File: src/rtl/fb_arbiter.sv
// ============================================================================
// fb_arbiter : single-port frame-buffer arbiter (camera write FIFO vs VGA read)
// Optional macro FB_ARB_DROP_CNT_EN adds a saturating dropped-pixel counter.
// Revision  : 1.0
// ============================================================================
`default_nettype none

module fb_arbiter #(
  parameter int ADDR_W     = 16,
  parameter int DATA_W     = 16,
  parameter int FIFO_DEPTH = 4,
  parameter int STARVE_MAX = 8
) (
  input  logic              clk_50,
  input  logic              rst,
  input  logic              write,
  input  logic              frame_done,
  input  logic              wr_req,
  input  logic [ADDR_W-1:0] wr_addr,
  input  logic [DATA_W-1:0] wr_data,
  output logic              wr_drop,
  input  logic              rd_req,
  input  logic [ADDR_W-1:0] rd_addr,
  output logic [DATA_W-1:0] rd_data,
  output logic              rd_valid,
  output logic              rd_miss,
  output logic              mem_en,
  output logic              mem_we,
  output logic [ADDR_W-1:0] mem_addr,
  output logic [DATA_W-1:0] mem_wdata,
  input  logic [DATA_W-1:0] mem_rdata,
  output logic [1:0]        cap_state
`ifdef FB_ARB_DROP_CNT_EN
  ,
  output logic [15:0]       drop_cnt
`endif
);

  localparam int c_idx_w = $clog2(FIFO_DEPTH);
  localparam int c_ptr_w = c_idx_w + 1;
  localparam int c_stv_w = $clog2(STARVE_MAX + 1);
  localparam int c_ent_w = ADDR_W + DATA_W;
  localparam logic [c_stv_w-1:0] c_stv_max = c_stv_w'(STARVE_MAX);

  typedef enum logic [1:0] {
    ST_WAIT_SYNC = 2'b00,
    ST_CAPTURE   = 2'b01,
    ST_FROZEN    = 2'b10
  } cap_state_e;

  cap_state_e state_q, state_d;

  logic [c_ent_w-1:0] fifo_mem_q [FIFO_DEPTH];
  logic [c_ptr_w-1:0] wr_ptr_q, wr_ptr_d;
  logic [c_ptr_w-1:0] rd_ptr_q, rd_ptr_d;
  logic [c_stv_w-1:0] starve_q, starve_d;

  logic               rd_pend_q;
  logic               miss_pend_q;
  logic [DATA_W-1:0]  rd_data_q;
  logic               rd_valid_q;
  logic               rd_miss_q;
  logic               wr_drop_q;

  logic               w_fifo_empty;
  logic               w_fifo_full;
  logic [c_ent_w-1:0] w_head;
  logic               w_grant_wr;
  logic               w_grant_rd;
  logic               w_cap_req;
  logic               w_push;
  logic               w_drop;

  // ---------------------------------------------------------------- capture FSM
  always_ff @(posedge clk_50) begin
    if (rst) begin
      state_q <= ST_WAIT_SYNC;
    end else begin
      state_q <= state_d;
    end
  end

  always_comb begin
    state_d = state_q;
    case (state_q)
      ST_WAIT_SYNC: if (frame_done && write)  state_d = ST_CAPTURE;
      ST_CAPTURE:   if (frame_done && !write) state_d = ST_FROZEN;
      ST_FROZEN:    if (write)                state_d = ST_WAIT_SYNC;
      default:                                state_d = ST_WAIT_SYNC;
    endcase
  end

  assign cap_state = state_q;

  // ------------------------------------------------------- arbitration and FIFO
  always_comb begin
    w_fifo_empty = (wr_ptr_q == rd_ptr_q);
    w_fifo_full  = (wr_ptr_q[c_idx_w] != rd_ptr_q[c_idx_w]) &&
                   (wr_ptr_q[c_idx_w-1:0] == rd_ptr_q[c_idx_w-1:0]);
    w_head       = fifo_mem_q[rd_ptr_q[c_idx_w-1:0]];

    // Read wins unless the queued write has waited STARVE_MAX read grants.
    w_grant_wr = !rst && !w_fifo_empty && (!rd_req || (starve_q == c_stv_max));
    w_grant_rd = !rst && rd_req && !w_grant_wr;

    // A pop in the same cycle frees the slot, so a full FIFO can still accept.
    w_cap_req = !rst && (state_q == ST_CAPTURE) && wr_req;
    w_push    = w_cap_req && (!w_fifo_full || w_grant_wr);
    w_drop    = w_cap_req && w_fifo_full && !w_grant_wr;

    wr_ptr_d = wr_ptr_q + c_ptr_w'(w_push);
    rd_ptr_d = rd_ptr_q + c_ptr_w'(w_grant_wr);

    starve_d = '0;
    if (w_grant_rd && !w_fifo_empty) begin
      starve_d = starve_q + c_stv_w'(1);
    end

    mem_en    = w_grant_wr || w_grant_rd;
    mem_we    = w_grant_wr;
    mem_addr  = '0;
    mem_wdata = '0;
    if (w_grant_wr) begin
      mem_addr  = w_head[c_ent_w-1:DATA_W];
      mem_wdata = w_head[DATA_W-1:0];
    end else if (w_grant_rd) begin
      mem_addr  = rd_addr;
    end
  end

  always_ff @(posedge clk_50) begin
    if (w_push) begin
      fifo_mem_q[wr_ptr_q[c_idx_w-1:0]] <= {wr_addr, wr_data};
    end
  end

  always_ff @(posedge clk_50) begin
    if (rst) begin
      wr_ptr_q <= '0;
      rd_ptr_q <= '0;
      starve_q <= '0;
    end else begin
      wr_ptr_q <= wr_ptr_d;
      rd_ptr_q <= rd_ptr_d;
      starve_q <= starve_d;
    end
  end

  // ---------------------------------------------- read return, two-stage pipe
  always_ff @(posedge clk_50) begin
    if (rst) begin
      rd_pend_q   <= 1'b0;
      miss_pend_q <= 1'b0;
      rd_data_q   <= '0;
      rd_valid_q  <= 1'b0;
      rd_miss_q   <= 1'b0;
      wr_drop_q   <= 1'b0;
    end else begin
      rd_pend_q   <= w_grant_rd;
      miss_pend_q <= rd_req && w_grant_wr;
      rd_valid_q  <= rd_pend_q;
      rd_miss_q   <= miss_pend_q;
      wr_drop_q   <= w_drop;
      if (rd_pend_q) begin
        rd_data_q <= mem_rdata;
      end
    end
  end

  assign rd_data  = rd_data_q;
  assign rd_valid = rd_valid_q;
  assign rd_miss  = rd_miss_q;
  assign wr_drop  = wr_drop_q;

`ifdef FB_ARB_DROP_CNT_EN
  logic [15:0] drop_cnt_q, drop_cnt_d;

  always_comb begin
    drop_cnt_d = drop_cnt_q;
    if ((state_q != ST_CAPTURE) && (state_d == ST_CAPTURE)) begin
      drop_cnt_d = '0;
    end else if (wr_drop_q && (drop_cnt_q != 16'hFFFF)) begin
      drop_cnt_d = drop_cnt_q + 16'd1;
    end
  end

  always_ff @(posedge clk_50) begin
    if (rst) begin
      drop_cnt_q <= '0;
    end else begin
      drop_cnt_q <= drop_cnt_d;
    end
  end

  assign drop_cnt = drop_cnt_q;
`endif

endmodule

`default_nettype wire
File: config.mk
export PLATFORM = sky130hd
export DESIGN_NAME = fb_arbiter
export DESIGN_NICKNAME = d
export VERILOG_FILES = /design/src/rtl/fb_arbiter.sv
export SDC_FILE = /design/constraint.sdc
export NUM_CORES = 1
export LEC_CHECK = 0
export BUFFER_PORTS_ARGS = -buffer_cell sky130_fd_sc_hd__buf_2
export CORE_MARGIN = 1.5
export CORE_UTILIZATION = 55
export CTS_CLUSTER_DIAMETER = 200
export CTS_CLUSTER_SIZE = 16
export DETAILED_ROUTE_END_ITERATION = 12
export PLACE_DENSITY = 0.8
export SYNTH_ARGS = -nofsm -noshare
export SYNTH_HDL_FRONTEND = slang
export SYNTH_SLANG_ARGS = --single-unit
File: constraint.sdc
create_clock -name clk_50 -period 9.8 [get_ports clk_50]
set_input_delay 2.94 -clock clk_50 [delete_from_list [all_inputs] [get_ports clk_50]]
set_output_delay 2.94 -clock clk_50 [all_outputs]
set_load 0.005 [all_outputs]
==> out/qor.csv <==
stage,metric,value,unit
outcome,status,"complete, no violations",
die,dieArea,0.01235,mm^2
clock_tree,cts_buffer_depth,2,
synth,synthCells,373,
worst_setup_path,startpoint_type,input pin,
placed_design,hpwl,8.114,mm
route,wl_per_cell,19.41,um
pwr,ir_drop,0.2057,mV
placed_design,place.gp.congestion,0.7209,
clock_tree,cts-root-buf,clkbuf_16,
worst_setup_path,worst-endpoint-required,6.86,ns
clock_tree,post_cts_buffers,0,
worst_setup_path,end_kind,output port,
worst_hold_path,hold_start,miss_pend_q,
die,pin_count,125,
cells_and_area,area_growth,22.22,%
clock_tree,cts.hold.buffers_added,0,
die,die-height,111.1,um
synth,synth_seq_cells,161,
clock_tree,clk_latency,0.42,ns
cells_and_area,multi_input_area,0.001831,mm^2
route,drt-pass1-iter-count,4,
worst_setup_path,critPathLaunch,rst,
cells_and_area,final_area,0.007859,mm^2
synth,synth_nets,449,
sta,setup_viol,0,
cells_and_area,final_nets,579,
worst_setup_path,path_class,in -> out,
die,die_x,111.1,um
sta,worst_pin_slew,1.116,ns
global_route,grt_util_all_layers,22.36,%
pwr,power_density,192.7,mW/mm^2
route,final_antenna_net_count,0,
cells_and_area,drive_above_1_share,39.92,%
placed_design,dpl_worst_slack,1.918,ns
worst_hold_path,hp-class,reg -> reg,
die,rows,39,
sta,fin_crit,7.886,ns
synth,syn_avg_cell_area,17.24,um^2
global_route,grt_remaining_overflow,0,
sta,skew,0.006361,ns
die,start_util,56.31,%
synth,syn-cell-area,0.006430,mm^2
pwr,leakage,2.991,nW
die,core_area,0.01142,mm^2
cells_and_area,fillers,741,
global_route,grt_max_degree,36,
clock_tree,cts_resized,0,
cells_and_area,seqCellArea,0.004507,mm^2
synth,ys_seq_area_share,70.05,%
pwr,power,0.001515,W
global_route,grt_pass1_wl,20.60,mm
clock_tree,clkTransAtPathRegs,0.06,ns
global_route,antenna_found_initial,1,
worst_setup_path,cp-endpoint,mem_we,
sta,max_freq,0.1268,GHz
placed_design,io_buffers,124,
sta,slew_headroom,25.43,%
route,drtIter0Drc,236,
clock_tree,h-tree-depth,4,
sta,hold_viol_final,0,
worst_setup_path,worst-path-max-fanout,31,
sta,final_max_slew_viol_count,0,
clock_tree,cts_tree,built,
sta,fin_ws,1.914,ns
sta,rsz0062_at_grt,false,
worst_setup_path,reg2reg_from,rd_ptr_q[1],
sta,timing.setup.tns,0,ns
worst_setup_path,r2r-end,fifo_mem_q[1][20],
cells_and_area,postLayoutCoreUtil,68.83,%
worst_setup_path,rrSetupSlack,6.44,ns
route,vias_per_cell,5.521,
clock_tree,cts_sinks,161,
placed_design,place_area,0.007216,mm^2
synth,yosysWarnings,0,
worst_setup_path,critical_path_arrival,4.95,ns
route,vias,3644,
global_route,grt_pass1_vias,3823,
job,max_cap_violations,0,
synth,yosysUniqueCellTypes,31,
worst_setup_path,ff2ff_path_depth,4,
sta,fin_crit_sh,80.47,%
clock_tree,cts_made_buffers,17,
route,routed_wl,12.81,mm
route,drc,0,
-- report_power, final --
part           switching (W)  internal (W)
sequential        0.00000478      0.000743
clock               0.000267      0.000439
combinational      0.0000321     0.0000290
total               0.000303       0.00121
-- area by class of cell --
class	count	area share, %
flip-flops and latches	161	57.35
multi-input cells	185	23.29
repair buffers	131	8.566
clock buffers	18	5.588
clock inverters	14	2.563
well taps	143	2.277
inverters	7	0.3343
diodes	1	0.03184
-- worst min path at each step --
| stage | end | slack (ns) | depth (start not counted) |
|---|---|---|---|
| after detailed placement | rd_miss | 0.45 | 1 |
| after floorplan | rd_miss | 0.41 | 1 |
| final | rd_miss | 0.46 | 1 |
| after CTS | rd_miss | 0.46 | 1 |
| after global routing | rd_miss | 0.47 | 1 |
| after global placement | rd_miss | 0.45 | 1 |
-- metrics by stage --
step                std cells  hold slack (ns)
floorplan                 373           0.4138
global placement          627           0.4504
detailed placement        627           0.4496
CTS                       659           0.4629
global route              659           0.4680
finish                    660           0.4585
-- metal layers --
layer  global-route usage [%]  wire length (um)  share of wire [%]
met1                    28.38              5227                 41
met2                    37.20              6620                 52
met3                    6.452               836                6.5
met4                    7.764               126               0.98
met5                        0                 0                  0
-- registers in the layout, indices dropped and copies added, names as in the netlist --
name	flops
fifo_mem_q	128
rd_data	16
starve_q	4
rd_ptr_q	3
wr_ptr_q	3
cap_state	2
miss_pend_q	1
rd_miss	1
rd_pend_q	1
rd_valid	1
wr_drop	1
-- worst max-delay path: stages --
cell and delay (ns):
buf_2 0.42, clkinv_1 0.69, o31ai_4 0.52, nor2_1 0.17
buf_2 0.19
-- cells by family after synthesis --
kind of cell | synth area share, %
adder cells (fa/ha/maj) | 1.168
AND/OR/NAND/NOR | 6.928
AO/OA/AOI/OAI | 1.654
XOR/XNOR | 1.596
multiplexers | 16.52
flip-flops | 70.05
buffers and inverters | 2.082
-- layout by cell type, fill, tap and decap left out, drive strengths merged, types with 5 or more instances in the layout --
cell | Yosys | layout
nor2b | 7 | 7
buf | 14 | 131
nor3b | 16 | 16
nor2 | 21 | 21
nand2 | 35 | 35
clkbuf | 6 | 18
dfxtp | 33 | 33
inv | 6 | 12
xnor2 | 6 | 6
nor3 | 9 | 9
ha | 6 | 6
clkinv | 1 | 5
edfxtp | 128 | 128
mux4 | 32 | 32
a2111oi | 5 | 5
mux2i | 33 | 33
-- cell usage after synthesis --
cell / count / share of area [%]
and3b_1: 1 / 0.14
nor2_1: 21 / 1.2
nand3_1: 2 / 0.16
xor2_1: 2 / 0.27
nor3b_1: 16 / 1.9
a2111oi_0: 5 / 0.68
buf_6: 2 / 0.35
o32ai_4: 1 / 0.43
a21oi_1: 1 / 0.078
mux4_2: 32 / 11
buf_4: 2 / 0.23
a41oi_1: 1 / 0.14
clkinv_1: 1 / 0.058
buf_2: 8 / 0.62
edfxtp_1: 128 / 60
ha_1: 6 / 1.2
a32oi_1: 1 / 0.14
nand2_1: 35 / 2.0
xor2_2: 2 / 0.51
nor2b_1: 7 / 0.68
nor3_1: 9 / 0.70
inv_1: 6 / 0.35
dfxtp_1: 33 / 10
clkbuf_1: 6 / 0.35
o21ai_0: 1 / 0.078
xnor2_1: 6 / 0.82
mux2i_1: 33 / 5.1
nand3b_1: 1 / 0.12
buf_1: 2 / 0.12
o31ai_1: 1 / 0.12
mux2_2: 1 / 0.18
No activity file was read; power rests on OpenSTA's default activity.
